===== config.mk =====
export PLATFORM = sky130hd
export DESIGN_NAME = mp_subtractor
export DESIGN_NICKNAME = d
export VERILOG_FILES = /design/src/rtl/mp_subtractor.sv
export SDC_FILE = /design/constraint.sdc
export NUM_CORES = 2
export LEC_CHECK = 0
export CORE_AREA = 2 2 593 595
export DETAILED_ROUTE_END_ITERATION = 16
export DIE_AREA = 0 0 595 597
export PLACE_DENSITY_LB_ADDON = 0.3
export RECOVER_POWER = 25
export SLEW_MARGIN = 5
export SYNTH_ARGS = -nofsm -noshare
export SYNTH_HDL_FRONTEND = slang
export SYNTH_SLANG_ARGS = --single-unit

===== constraint.sdc =====
create_clock -name iClk -period 7.14 [get_ports iClk]
set_input_delay 2.142 -clock iClk [delete_from_list [all_inputs] [get_ports iClk]]
set_output_delay 2.142 -clock iClk [all_outputs]
set_load 0.02 [all_outputs]

===== src/rtl/mp_subtractor.sv =====
// rtl/mp_subtractor.sv - word-serial multi-precision subtractor, optional |A-B| via MP_SUB_ABS_EN
// The working register holds A on entry and collects the difference as A's words are consumed.
module mp_subtractor #(
    parameter int OPERAND_WIDTH = 512,
    parameter int WORD_WIDTH    = 32
) (
    input  logic                     iClk,
    input  logic                     iRst,
    input  logic                     iStart,
    input  logic [OPERAND_WIDTH-1:0] iOpA,
    input  logic [OPERAND_WIDTH-1:0] iOpB,
    output logic [OPERAND_WIDTH-1:0] oRes,
    output logic                     oNeg,
    output logic                     oBusy,
    output logic                     oDone
);
    localparam int N_WORDS = OPERAND_WIDTH / WORD_WIDTH;
    localparam int CW      = $clog2(N_WORDS) + 1;
    localparam int OW      = OPERAND_WIDTH;
    localparam int W       = WORD_WIDTH;

    typedef enum logic [1:0] {S_IDLE, S_SUB, S_FIX, S_DONE} state_t;

    state_t          state_q, state_d;
    logic [CW-1:0]   cnt_q, cnt_d;
    logic            carry_q, carry_d;
    logic [OW-1:0]   work_q, work_d;
    logic [OW-1:0]   b_q, b_d;
    logic [OW-1:0]   out_q, out_d;
    logic            neg_q, neg_d;
    logic [W:0]      slice;
    logic [OW-1:0]   work_next;
    logic            last;

    assign last = (cnt_q == CW'(N_WORDS - 1));

    // One slice adder serves both passes; FIX negates the stored difference word.
    always_comb begin
        slice = {1'b0, work_q[W-1:0]} + {1'b0, b_q[W-1:0]} + {{W{1'b0}}, carry_q};
`ifdef MP_SUB_ABS_EN
        if (state_q == S_FIX) begin
            slice = {1'b0, ~work_q[W-1:0]} + {{W{1'b0}}, carry_q};
        end
`endif
        work_next = {slice[W-1:0], work_q[OW-1:W]};
    end

    always_comb begin
        state_d = state_q;
        cnt_d   = cnt_q;
        carry_d = carry_q;
        work_d  = work_q;
        b_d     = b_q;
        out_d   = out_q;
        neg_d   = neg_q;
        case (state_q)
            S_IDLE: begin
                if (iStart) begin
                    work_d  = iOpA;
                    b_d     = ~iOpB;
                    cnt_d   = '0;
                    carry_d = 1'b1;
                    state_d = S_SUB;
                end
            end
            S_SUB: begin
                work_d  = work_next;
                b_d     = {{W{1'b0}}, b_q[OW-1:W]};
                carry_d = slice[W];
                cnt_d   = cnt_q + 1'b1;
                if (last) begin
                    neg_d = ~slice[W];
                    cnt_d = '0;
`ifdef MP_SUB_ABS_EN
                    if (!slice[W]) begin
                        carry_d = 1'b1;
                        state_d = S_FIX;
                    end else begin
                        out_d   = work_next;
                        state_d = S_DONE;
                    end
`else
                    out_d   = work_next;
                    state_d = S_DONE;
`endif
                end
            end
`ifdef MP_SUB_ABS_EN
            S_FIX: begin
                work_d  = work_next;
                carry_d = slice[W];
                cnt_d   = cnt_q + 1'b1;
                if (last) begin
                    cnt_d   = '0;
                    out_d   = work_next;
                    state_d = S_DONE;
                end
            end
`endif
            S_DONE: begin
                state_d = S_IDLE;
            end
            default: begin
                state_d = S_IDLE;
            end
        endcase
    end

    always_ff @(posedge iClk) begin
        if (iRst) begin
            state_q <= S_IDLE;
            cnt_q   <= '0;
            carry_q <= 1'b0;
            work_q  <= '0;
            b_q     <= '0;
            out_q   <= '0;
            neg_q   <= 1'b0;
        end else begin
            state_q <= state_d;
            cnt_q   <= cnt_d;
            carry_q <= carry_d;
            work_q  <= work_d;
            b_q     <= b_d;
            out_q   <= out_d;
            neg_q   <= neg_d;
        end
    end

    assign oRes  = out_q;
    assign oNeg  = neg_q;
    assign oBusy = (state_q == S_SUB) || (state_q == S_FIX);
    assign oDone = (state_q == S_DONE);
endmodule


==> summary.md <==
| Metric | Value |
|---|---|
| Vias per cell | 4.33 |
| Vias in the first global route | between 50000 and 60000 |
| Initial Util | between 15 and 20% |
| Hold Path Depth | 2 |
| Power share of the combinational group | between 15 and 20% |
| Port buffer count | 1541 |
| Avg Cell Area, Syn | 7.85 µm² |
| Clock Power Share | about two fifths |
| Reported max-cap violation count | 7 |
| Layout Nets | ~10000 |
| Reg power frac | a little over 40% |
| Post-DP HPWL | 290 mm |
| Setup TNS | 0 ns |
| Peak VDD IR | 0.000203 V |
| Commonest non-fill, non-tap cell in the layout | nand2_1 |
| Final hold slack | 0.412 ns |
| First-pass GRT wire length | 494 mm |
| Largest net degree at the start of global routing | ~230 |
| Post-synthesis xor/xnor area fraction | 0.372% |
| Synthesized cell area | 63600 µm² |
| Post-synthesis instance total | between 8000 and 9000 |
| Grt ovf | 0 |
| NetSw | roughly 8 mW |
| Hold-fix buffers, CTS | 0 |
| Multiplexer share of the synthesized area | 7.74% |
| Worst Hold Class | flip-flop to flip-flop |
| Die Area | around 360000 µm² |
| Hold Vio Cnt, Final | 0 |
| CTS tree | built |
| Post-CTS setup buffers | 0 |
| # fillers | 38400 |
| Startpoint types | flip-flop |
| P_int | 17.2 mW |
| Die X | 595 µm |
| CTS Buf Count | 195 |
| Clk Latency, worst-skew pair | 0.93 ns |
| Layout cells sized above 1 | 4.02% |
| Final Worst Setup Slack | 1.64 ns |
| Number of routed nets with antenna violations | 0 |
| RSZ-0062 raised after global routing | false |
| WL per Instance | about 27 µm |
| Fmax | 182 MHz |
| Post-Synthesis Net Count | between 9000 and 10000 |
| Final Cycle Share | just under 80% |
| Most frequent cells in the layout | nand2_1, dfxtp_1, clkdlybuf4s50_1 |
| I/O pins | 1542 |
| Synth Area in Compound Gates | 19.3% |
| Core Area | 349000 µm² |
| H-tree Lvls | 4 |
| LEAKAGE | 30.2 nW |
| Clock Skew | 0.147 ns |
| Final setup viols | 0 |
| Crit path DAT | 6.26 ns |
| Status | finished with violations |
| Yosys warnings | 0 |
| Crit path max fanout | 187 |
| Flip-flop and latch area | 30900 µm² |
| DR vias | 60800 |
| Area of the multi-input gates | 29900 µm² |
| Die Span Y | slightly below 600 µm |
| Combinational family with the most area after synthesis | compound AO/OA/AOI/OAI gates |
| Initial antenna violation count | 202 |
| Minimum clock period | 5.50 ns |
| CP Capture Type | flip-flop |
| Synthesized flop and latch total | 1545 |
| Slew margin rel. | -52.5% |
| PwrDens | 279 nW/µm² |
| Flop-to-flop setup slack | 1.64 ns |
| Area Growth Syn to Fin | 41.0% |
| CTS sink count | 1545 |
| CTS Buffer Depth | 4 |
| Initial DRC count | about 5000 |
| Sequential area share after synthesis | 48.6% |
| Ys async rst share | 0% |
| Violated checks | capacitance limit, slew limit |
| Kind of critical path | flip-flop to flip-flop |
| 1st-pass router iterations | 6 |
| Final GP Congestion | 0.893 |
| DR DRC count | 0 |
| Total Wirelength | approximately 370 mm |
| Actual slew at the worst max-slew pin | 2.22 ns |
| Worst Reg-to-Reg Cells | 7 |
| CP Data Required Time | around 7.9 ns |
| Root Driver | clkbuf_16 |
| Reg clk slew, reported paths | 0.06 ns |
| Count of cells resized by post-cts repair | 0 |
| Post-Synth Adder-Cell Area | 0.752% |
| Post-synth cell types | between 60 and 70 |
| Top FF cell, synth | dfxtp_1 |
| Pre-CTS setup slack | approximately 2.5 ns |
| Post-synth EDFFs | 0 |
| Switching Share | between 30% and 40% |
| Gr usage total | 19.9% |
| Final Max Tran Viols | around 270 |
| Simple-gate area share of the yosys netlist | 18.9% |
| Core Rows | between 200 and 250 |
==> sequential cells by signal, indices dropped and copies added, names as in the netlist <==
register	count
carry_q	1
oRes	512
state_q	2
oNeg	1
work_q	512
b_q	512
cnt_q	5
==> cell families after synthesis <==
kind of cell / after synthesis
and+or+nand+nor: 3150
AOI/OAI and AO/OA: 2151
DFF: 1545
buffers and inverters: 699
muxes: 492
adders and majority gates: 37
xor gates and xnor gates: 27
==> critical path, cell delays in order (launching register included) <==
cell and delay (ns):
dfxtp_1 0.36, inv_1 0.08, ha_1 0.43, nand2_1 1.69
clkbuf_1 1.64, buf_12 0.65, nand2_1 0.14, a21oi_1 0.17
==> through the flow <==
step	utilization [%]	power (mW)	area [µm²]	instances
CTS	25.7	25.3	89600	14000
floorplan	-	12.9	63600	8101
global route	25.7	26.1	89600	14000
detailed placement	23.8	15.0	83100	13600
global placement	23.8	15.0	83100	13600
finish	25.7	25.0	89600	14000
==> final cells by class <==
cell class,instances,area share (%)
Sequential cell,1545,34.5
Inverter,5,0.0209
Timing Repair Buffer,1613,18.2
Multi-Input combinational cell,5857,33.4
Tap cell,4599,6.42
Clock inverter,61,0.819
Antenna cell,67,0.187
Clock buffer,289,6.42
==> synth_stat cells, drive strengths merged (9+ instances only) <==
master,n,share of area (%)
mux2i,492,7.7
xnor2,19,0.26
and3,10,0.098
dfxtp,1545,49
nand2,2476,15
nand4,9,0.089
buf,89,0.68
nor3,48,0.38
a21o,9,0.11
a21oi,1069,8.4
nor2,574,3.4
a211oi,504,6.0
o21ai,510,4.0
a22o,10,0.14
ha,35,0.69
clkbuf,605,3.6
==> worst paths after layout <==
check                                  from   endpoint
worst max register to register   state_q[1]  oRes[154]
worst min register to register  work_q[183]  oRes[151]
worst max-delay path             state_q[1]  oRes[154]
worst min-delay path            work_q[183]  oRes[151]
==> metal layers <==
metal	vias up	part of all wire [%]	global-route usage, %
met5	-	0.14	0
met4	76	4.0	7.80
met3	640	11	9.71
met2	1981	46	32.4
met1	28400	39	22.3
li1	29700	-	-
==> power by group through the flow <==
stage | sequential, mW | clock [mW] | combinational, mW
final | 10.3 | 10.2 | 4.46
after detailed placement | 10.5 | 0 | 4.50
after global routing | 10.4 | 10.8 | 4.92
after global placement | 10.5 | 0 | 4.47
after CTS | 10.3 | 10.5 | 4.52
after floorplan | 9.97 | 0 | 2.92
(Power assumes the default switching activity.)
